### src/rtl/sub_pkg.sv
// Shared types and helpers for the digit-serial subtractor.
package sub_pkg;

  typedef enum logic [1:0] {
    IDLE = 2'd0,
    RUN  = 2'd1,
    DONE = 2'd2
  } state_t;

  // Width of a counter that must hold values 0..n-1 (at least one bit).
  function automatic int unsigned cnt_width(input int unsigned n);
    if (n <= 32'd1) return 32'd1;
    return 32'($clog2(n));
  endfunction

endpackage

### src/rtl/serial_subtractor_fs_cell.sv
// One-bit full-subtractor cell: d = x - y - bi, with borrow out.
module fs_cell (
  input  logic x,
  input  logic y,
  input  logic bi,
  output logic d,
  output logic bo
);

  assign d  = x ^ y ^ bi;
  assign bo = (~x & y) | (~(x ^ y) & bi);

endmodule

### src/rtl/serial_subtractor.sv
// Digit-serial subtractor: diff = a - b - bin, DIGIT bits per clock, LSB first,
// with valid/ready handshakes on operands and result.
module serial_subtractor
  import sub_pkg::*;
#(
  parameter int unsigned WIDTH = 8,
  parameter int unsigned DIGIT = 1
) (
  input  logic             clk,
  input  logic             rst,
  input  logic             in_valid,
  output logic             in_ready,
  input  logic [WIDTH-1:0] a,
  input  logic [WIDTH-1:0] b,
  input  logic             bin,
  output logic             out_valid,
  input  logic             out_ready,
  output logic [WIDTH-1:0] diff,
  output logic             bout,
  output logic             zero,
  output logic             ovf
);

  localparam int unsigned STEPS = WIDTH / DIGIT;
  localparam int unsigned CW    = cnt_width(STEPS);
  localparam logic [CW-1:0] LAST = CW'(STEPS - 1);

  if (DIGIT == 0 || (WIDTH % DIGIT) != 0) begin : g_bad_digit
    $error("serial_subtractor: WIDTH must be a non-zero multiple of DIGIT");
  end

  state_t           state_q, state_d;
  logic [WIDTH-1:0] a_sr, a_sr_d;
  logic [WIDTH-1:0] b_sr, b_sr_d;
  logic [WIDTH-1:0] res_sr, res_sr_d;
  logic [WIDTH-1:0] res_shift;
  logic [WIDTH-1:0] diff_d;
  logic             borrow_ff, borrow_d;
  logic [CW-1:0]    cnt, cnt_d;
  logic             bout_d, zero_d, ovf_d;
  logic             in_ready_d, out_valid_d;

  logic [DIGIT-1:0] dd;
  logic [DIGIT:0]   bc;

  // Borrow chain across the digit; bc[DIGIT-1] is the borrow into the digit's MSB.
  assign bc[0] = borrow_ff;

  for (genvar i = 0; i < DIGIT; i++) begin : g_cell
    fs_cell u_cell (
      .x  (a_sr[i]),
      .y  (b_sr[i]),
      .bi (bc[i]),
      .d  (dd[i]),
      .bo (bc[i+1])
    );
  end

  // New digit enters at the top so the LSB digit ends at bit 0 after STEPS shifts.
  assign res_shift = (res_sr >> DIGIT) | (WIDTH'(dd) << (WIDTH - DIGIT));

  always_comb begin
    state_d  = state_q;
    a_sr_d   = a_sr;
    b_sr_d   = b_sr;
    res_sr_d = res_sr;
    borrow_d = borrow_ff;
    cnt_d    = cnt;
    diff_d   = diff;
    bout_d   = bout;
    zero_d   = zero;
    ovf_d    = ovf;

    case (state_q)
      IDLE: begin
        if (in_valid) begin
          a_sr_d   = a;
          b_sr_d   = b;
          borrow_d = bin;
          cnt_d    = '0;
          state_d  = RUN;
        end
      end
      RUN: begin
        a_sr_d   = a_sr >> DIGIT;
        b_sr_d   = b_sr >> DIGIT;
        res_sr_d = res_shift;
        borrow_d = bc[DIGIT];
        cnt_d    = cnt + CW'(1);
        if (cnt == LAST) begin
          diff_d  = res_shift;
          bout_d  = bc[DIGIT];
          zero_d  = (res_shift == '0);
          ovf_d   = bc[DIGIT] ^ bc[DIGIT-1];
          state_d = DONE;
        end
      end
      DONE: begin
        if (out_ready) state_d = IDLE;
      end
      default: state_d = IDLE;
    endcase

    in_ready_d  = (state_d == IDLE);
    out_valid_d = (state_d == DONE);
  end

  always_ff @(posedge clk) begin
    if (rst) begin
      state_q   <= IDLE;
      a_sr      <= '0;
      b_sr      <= '0;
      res_sr    <= '0;
      borrow_ff <= 1'b0;
      cnt       <= '0;
      diff      <= '0;
      bout      <= 1'b0;
      zero      <= 1'b0;
      ovf       <= 1'b0;
      in_ready  <= 1'b1;
      out_valid <= 1'b0;
    end else begin
      state_q   <= state_d;
      a_sr      <= a_sr_d;
      b_sr      <= b_sr_d;
      res_sr    <= res_sr_d;
      borrow_ff <= borrow_d;
      cnt       <= cnt_d;
      diff      <= diff_d;
      bout      <= bout_d;
      zero      <= zero_d;
      ovf       <= ovf_d;
      in_ready  <= in_ready_d;
      out_valid <= out_valid_d;
    end
  end

endmodule

### config.mk
export PLATFORM = sky130hd
export DESIGN_NAME = serial_subtractor
export DESIGN_NICKNAME = d
export VERILOG_FILES = /design/src/rtl/sub_pkg.sv /design/src/rtl/serial_subtractor_fs_cell.sv /design/src/rtl/serial_subtractor.sv
export SDC_FILE = /design/constraint.sdc
export NUM_CORES = 1
export LEC_CHECK = 0
export BUFFER_PORTS_ARGS = -buffer_cell sky130_fd_sc_hd__buf_2
export CAP_MARGIN = 20
export CORE_ASPECT_RATIO = 1.2
export CORE_MARGIN = 5
export CORE_UTILIZATION = 49
export CTS_CLUSTER_SIZE = 16
export DETAILED_ROUTE_END_ITERATION = 12
export MAX_ROUTING_LAYER = met4
export PLACE_DENSITY = 0.71
export SYNTH_ARGS = -nofsm -noshare
export SYNTH_HDL_FRONTEND = slang
export SYNTH_SLANG_ARGS = --single-unit
### constraint.sdc
create_clock -name clk -period 1.39 [get_ports clk]
set_input_delay 0.0695 -clock clk [delete_from_list [all_inputs] [get_ports clk]]
set_output_delay 0.0695 -clock clk [all_outputs]
set_load 0.05 [all_outputs]
Word level (Yosys, flattened, before mapping)
Cells that the tools add are included.

operators by class
  $add $sub $neg = 1
  equality and inequality tests = 5
  multiplexer cells = 12
  bitwise gates (word level) = 9
  reduce and logical (&&, ||, !) cells = 6

operators by type and width
  cell                                                                   count
  8-bit case mux with 2 select lines                                     2
  8-bit 2-to-1 mux                                                       2
  8-bit zero test                                                        1
  7-bit by 8-bit bitwise OR with 8-bit output                            1
  2-bit 2-to-1 mux                                                       3
  2-bit case mux with 3 select lines                                     1
  3-bit case mux with 2 select lines                                     1
  2-bit equality test, second input constant                             2
  2-bit zero test                                                        2
  2-bit AND reduction                                                    2
  3-bit by 1-bit adder with 3-bit output, second input constant          1
  3-bit equality test, second input constant                             1
  3-bit 2-to-1 mux                                                       1
  1-bit bitwise XOR                                                      3
  1-bit bitwise AND                                                      2
  2-bit by 1-bit equality test with 1-bit output, second input constant  1
  2-bit inequality test, second input constant                           1
  1-bit NOT                                                              2
  1-bit case mux with 2 select lines                                     1
  2-bit nonzero test                                                     1
  1-bit 2-to-1 mux                                                       1
  1-bit bitwise OR                                                       1

word-level totals
  register bits = 43
  logic and storage cells = 45

Longest topological paths before layout
Gate-level depths: netlist (run 1).

  depth after elaboration = 5
  mapped depth = 6
  depth with buffers taken out = 5

By module
A second synthesis (run 1) with hierarchy kept.

unflattened totals
  cell total of the unflattened synthesis = 204
  area, all modules = 1,794.2 µm²

by module, submodules not included
  module             instances  cells each  area an instance (µm²)  sequential area each (µm²)
  serial_subtractor  1          200         1,762.9                 840.8
  fs_cell            1          4           31.3                    0.0

Worst setup path after synthesis (run 1)
No wires, ideal clock.

  path type = reg-to-reg
  start point = reg cnt[0]
  end point = reg diff[0]
  arrival = 1.149 ns
  required time = 1.250 ns
  slack = 0.101 ns
  stages on the path, launching flop included = 7
  cell sequence = dfxtp_1 > ha_1 > ha_1 > and3b_1 > buf_4 > nand2_1 > a21oi_1

between the ends
  cells in the longest elaborated chain, start to end = 2

RTL lines
  item                           line                      source
  start: declaration             serial_subtractor.sv:39   logic [CW-1:0] cnt, cnt_d;
  start signal: assignment       serial_subtractor.sv:128  cnt <= cnt_d;
  3-bit equality test            serial_subtractor.sv:90   if (cnt == LAST) begin
  2-bit AND reduction (no line)  -
  end signal: assignment         serial_subtractor.sv:129  diff <= diff_d;
  end: declaration               serial_subtractor.sv:18   output logic [WIDTH-1:0] diff,

Every way passes these cells.
A chain may end at the register's enable or synchronous reset.

Final worst setup path (run 1)
  start point = reg b_sr[0]
  end point = reg res_sr[7]

between the ends
  cells in the longest elaborated chain, start to end = 3

RTL lines
  item                                         line                             source
  start: declaration                           serial_subtractor.sv:34          logic [WIDTH-1:0] b_sr, b_sr_d;
  start signal: assignment                     serial_subtractor.sv:125         b_sr <= b_sr_d;
  1-bit bitwise XOR (2 in a row)               serial_subtractor_fs_cell.sv:10  assign d = x ^ y ^ bi;
  net dd                                       serial_subtractor.sv:43          logic [DIGIT-1:0] dd;
  7-bit by 8-bit bitwise OR with 8-bit output  serial_subtractor.sv:60          assign res_shift = (res_sr >> DIGIT) | (WIDTH'(dd) << (WIDTH - DIGIT));
  end signal: assignment                       serial_subtractor.sv:126         res_sr <= res_sr_d;
  end: declaration                             serial_subtractor.sv:35          logic [WIDTH-1:0] res_sr, res_sr_d;

The timed path passes the listed nets, and every way through them passes these cells.

==> results.cfg, run 1 <==
[run_status]
status = finished, final reports clean

[cts]
insertion_delay_ps = 290
path_clk_slew_ps = 80
cts_buffers = 5
cts_tree = yes
h-tree-depth = 2
clock_sinks = 42
postCtsHoldBufs = 0
cts_buffer_depth = 2
cts_root_buffer = clkbuf_8

[sta]
fmax_mhz = 757.2
setup_viol = 0
relSlewSlack_pct = 77.36
fin_setup_tns_ps = 0
period_share_pct = 95.01
fin_skew_ps = 7.103
tightest_slew_ps = 339.1
period_minus_slack_ps = 1321
drv_slew = 0
final_hold_viol_count = 0
whs_ps = 21.19

[yosys]
synth_compound_area_share_pct = 26.66
synth-simple-area-share_pct = 17.82
ys_ff_latch = 42
yosysUniqueCellTypes = 32
syn_area_per_cell_um2 = 9.294
synth_cells = 201
synth_top_family_by_area = compound AO/OA/AOI/OAI gates
ys_seq_area_share_pct = 45.01
synthAdderAreaFrac_pct = 2.411
synth_area_um2 = 1868
postSynth.asyncResetShare_pct = 0
ys_warn_count = 0
synth-xor-area-share_pct = 0.4689
synth.mux.area_fraction_pct = 0
synth-edff-count = 0
synth-main-ff-cell = dfxtp_1
synth_nets = 225

[placement]
dp_cells = 280
place_congestion = 0.7399
hpwl_mm = 2.428
port_buffers = 33
dpl_cell_area_um2 = 2126

[floorplanning]
initial_utilization_pct = 50.99
dieArea_um2 = 5152
core_um2 = 3664
die_x_um = 66.37
row_count = 24
fp.dieH_um = 77.64
io_pins = 34

[grt]
grt_max_degree = 35
grt_pass1_wl_mm = 6.120
grt_overflow = 0
antenna_found_initial = 0
grt_pass1_vias = 1456
grt_usage_pct = 15.55

[pwr]
cellPowerDensity_nw_per_um2 = 1155
power_w = 0.002644
vdd_drop_max_uv = 765.5
p_leak_nw = 0.9032

[detailed_routing]
ant_nets = 0
post_drt_wl_per_cell_um = 12.22
detail_route.iter0.violations = 101
drcViolationCount = 0
vias = 1470
wl_mm = 3.543
dr.pass1.iters = 4
viasPerCell = 5.069

[worst_setup_path]
crit_family = adder cells
crit_chain = inv_1 > fa_2 > buf_4 > nand2_1 > a21oi_1
path_class = flop to flop
worstPathMaxFanout = 2
worstPathRequired_ps = 1610
timing.rr.end = res_sr[7]
crit_arrival_ps = 1540
crit_start = b_sr[0]
path_depth = 5
r2r_cells = 5
cpPeakStageDelay_ps = 590
slowest_stage = fa_2
rr_startpoint = b_sr[0]
worst_setup_path_end_kind = flop
worst-r2r-setup-slack_ps = 70
cp_num_buf_inv = 2
endpoint = res_sr[7]
critPathLaunchType = flop

[hold_path]
hold_path.class = primary input to flop

[run]
cap_violations = 0

[final_layout]
final_cells = 290
area_growth_pct = 22.50
fill_cells = 344
fin_nets = 261
finish.instance_area_um2 = 2288
drive_above_1_share_pct = 39.50
diodes = 0
[power breakdown]
| group | switching [W] | internal [W] | total (W) |
|---|---|---|---|
| combinational | 0.000197 | 0.000182 | 0.000380 |
| sequential | 0.0000397 | 0.00126 | 0.00130 |
| clock | 0.000429 | 0.000538 | 0.000967 |
| total | 0.000665 | 0.00198 | 0.00264 |
[cells in the final DEF (no fill, tap or decap), types with 2 or more instances in the layout]
cell and n:
a211oi_1 2, a211oi_2 14, a21oi_1 21, a21oi_2 12
a22oi_1 4, and3b_2 2, buf_12 7, buf_2 33
buf_4 4, clkbuf_8 5, dfxtp_1 40, dfxtp_2 2
nand2_1 49, nor2_1 20
[what timing repair did]
item | 4_1_cts | 5_1_grt
pin swaps | 0 | 1
resized for setup | 1 | 10
gates cloned | 0 | 1
setup buffers | 0 | 1
setup endpoints to repair | 1 | 9
[worst min-delay path, cell delays in order]
cell and delay, ps:
buf_2 80, a22oi_1 50, nor2_1 80
[kinds of logic after synthesis]
family	after synthesis
adders and majority gates	3
and+or+nand+nor	79
buffers and inverters	18
xor gates and xnor gates	1
AOI/OAI and AO/OA	58
DFF	42
[metal layers]
| layer | wire length [µm] | part of all wire, % | global-route usage (%) | vias to the layer above |
|---|---|---|---|---|
| met2 | 1665 | 47 | 25.12 | 40 |
| met4 | 62 | 1.7 | 7.317 | 0 |
| met3 | 195 | 5.5 | 4.913 | 7 |
| met1 | 1619 | 46 | 17.13 | 666 |
| met5 | 0 | 0 | - | - |
| li1 | - | - | - | 757 |
[cell usage after synthesis, drive strengths merged, types with 2 or more instances]
cell type  number  area (µm²)
clkbuf          4       15.01
a211oi         16       185.2
nand2          50       190.2
nor2           20       75.07
nor4            2       12.51
a22oi           4       30.03
buf            12       120.1
a21oi          33       210.2
dfxtp          42       840.8
inv             2       7.510
ha              2       25.02
[registers in the layout (all words and copies together), names as in the netlist, 2 cells and up]
register,count
res_sr,7
state_q,2
b_sr,8
diff,8
cnt,3
a_sr,8
[final cells by class]
type / count / area, µm² / area share [%]
clock buffer: 5 / 68.82 / 3.007
clock inverter: 3 / 43.79 / 1.914
inverter: 2 / 7.507 / 0.3280
multi-input combinational: 142 / 924.6 / 40.40
sequential: 42 / 843.3 / 36.85
tap: 52 / 65.06 / 2.843
timing repair buffer: 44 / 335.3 / 14.65
[worst min path at each step]
stage	start	to	slack [ps]	cells past startpoint
3_3_place_gp	b[7]	b_sr[7]	320	3
4_1_cts	a[7]	a_sr[7]	8	3
3_5_place_dp	a[7]	a_sr[7]	320	3
5_1_grt	b[6]	b_sr[6]	20	3
2_1_floorplan	a[7]	a_sr[7]	220	2
6_report	a[7]	a_sr[7]	20	3
[metrics by stage]
stage	worst slack, ps	utilization [%]
2_1_floorplan	101.3	-
3_3_place_gp	40.59	58.03
6_report	69.34	62.47
3_5_place_dp	-10.19	58.03
5_1_grt	-10.15	62.47
4_1_cts	44.24	61.13
Note: power is estimated with default switching activity, not from simulation.
==> inputs of run 2 (changes only) <==
- CORE_UTILIZATION: 49 -> 30
- PLACE_DENSITY: 0.71 -> 0.47
==> results.cfg, run 2 (synthesized netlist as in run 1, its figures left out) <==
[run_status]
status = finished, final reports clean

[grt]
grt_overflow = 0
grt_pass1_wl_mm = 6.865
grt_usage_pct = 11.43
grt_max_degree = 43
antenna_found_initial = 0
grt_pass1_vias = 1475

[final_layout]
seq_area_um2 = 843.3
drive_above_1_share_pct = 37.13
multi_input_area_um2 = 914.6
fill_cells = 652
finish.instance_area_um2 = 2277
mostFrequentLayoutCells = nand2_1 (49), dfxtp_1 (40), buf_2 (33)
reg.largest.list = a_sr x8, b_sr x8, diff x8
final_cells = 319
layout_commonest_cell = nand2_1
area_growth_pct = 21.90
fin_nets = 260
diodes = 0

[sta]
relSlewSlack_pct = 76.36
fmax_mhz = 756.1
tightest_slew_ps = 353.9
final_hold_viol_count = 0
period_share_pct = 95.15
period_minus_slack_ps = 1323
rsz0062_at_grt = yes
fin_skew_ps = 5.099
setup_viol = 0
whs_ps = 25.07
setup_ws_ps = 67.43
drv_slew = 0

[worst_setup_path]
worstPathRequired_ps = 1620
crit_chain = inv_1 > fa_2 > nor4_2 > nand3_1 > a21oi_2
r2r_cells = 5
worstPathMaxFanout = 2
critPathLaunchType = flop
timing.rr.end = zero
slowest_stage = fa_2
worst-r2r-setup-slack_ps = 70
worst_setup_path_end_kind = flop
cpPeakStageDelay_ps = 460
path_class = flop to flop
crit_arrival_ps = 1560
rr_startpoint = borrow_ff

[floorplanning]
row_count = 31
dieArea_um2 = 7911
fp.dieH_um = 96.44
initial_utilization_pct = 30.87
die_x_um = 82.04
core_um2 = 6051
io_pins = 34

[pwr]
switchingPower_w = 0.0006461
clkPwrFrac_pct = 36.1
p_leak_nw = 0.8966
comb_power_share_pct = 14.4
power.internal_w = 0.001971
power_frac_seq_pct = 49.5
vdd_drop_max_uv = 387.2
power_w = 0.002617
cellPowerDensity_nw_per_um2 = 1149
netSwitchingFraction_pct = 24.69

[placement]
pre_cts_slack_ps = 4.342
port_buffers = 33
hpwl_mm = 2.668
place_congestion = 0.7020
dpl_cell_area_um2 = 2138
dp_cells = 310

[cts]
path_clk_slew_ps = 80
post_cts_buffers = 0
cts_tree = yes
clock_sinks = 42
cts_buffer_depth = 2
cts_root_buffer = clkbuf_8
h-tree-depth = 2
postCtsHoldBufs = 0
insertion_delay_ps = 290
cts_buffers = 5

[run]
cap_violations = 0

[detailed_routing]
vias = 1478
post_drt_wl_per_cell_um = 12.57
detail_route.iter0.violations = 65
drcViolationCount = 0
viasPerCell = 4.633
dr.pass1.iters = 3
ant_nets = 0
wl_mm = 4.011

[hold_path]
hold_path.class = primary input to flop
hold-path-endpoint = b_sr[7]
min_from = b[7]
hold_depth = 3
run 2: final cells by class:
class | count | area share [%]
timing repair buffer | 43 | 13.30
tap | 82 | 4.505
clock inverter | 1 | 1.319
multi-input combinational | 142 | 40.16
sequential | 42 | 37.03
clock buffer | 7 | 3.352
inverter | 2 | 0.3297
run 2: critical path: cells and delay by family, from the launching register on:
| kind | cells | cell delay (ps) |
|---|---|---|
| AOI/OAI and AO/OA | 1 | 120 |
| adders and majority gates | 1 | 460 |
| buffers and inverters | 1 | 90 |
| DFF | 1 | 340 |
| and+or+nand+nor | 2 | 270 |
run 2: how the worst max path moves through the flow:
stage                     cells past startpoint  startpoint      end
after detailed placement                      5      cnt[0]     bout
after floorplan                               6      cnt[0]  diff[0]
after global placement                        5      cnt[0]     bout
after global routing                          5   borrow_ff     zero
after CTS                                     5   borrow_ff     zero
final                                         5   borrow_ff     zero
run 2: through the flow:
| step | utilization, % | TNS, ps |
|---|---|---|
| after floorplan | - | 0 |
| after global placement | 35.34 | 0 |
| after detailed placement | 35.34 | 0 |
| after CTS | 37.12 | 0 |
| after global routing | 37.63 | -63.73 |
| final | 37.63 | 0 |
run 2: per-layer routing:
layer  up-vias  wire, µm  global-route usage (%)
met5         -         0                       -
met4         0        43                   3.324
met3         5       182                   3.061
met2        29      1924                   19.14
met1       683      1861                   13.39
li1        761         -                       -
run 2: repair_timing:
item,4_1_cts,5_1_grt
endpoints found under the setup margin,2,7
gates resized for setup,1,6
gates cloned,0,1
run 2: power groups by stage:
stage | Combinational (W) | Clock (W) | Sequential [W]
global placement | 0.000369 | 0 | 0.00132
CTS | 0.000371 | 0.000984 | 0.00129
finish | 0.000376 | 0.000946 | 0.00129
global route | 0.000420 | 0.00102 | 0.00130
floorplan | 0.000269 | 0 | 0.00132
detailed placement | 0.000370 | 0 | 0.00132
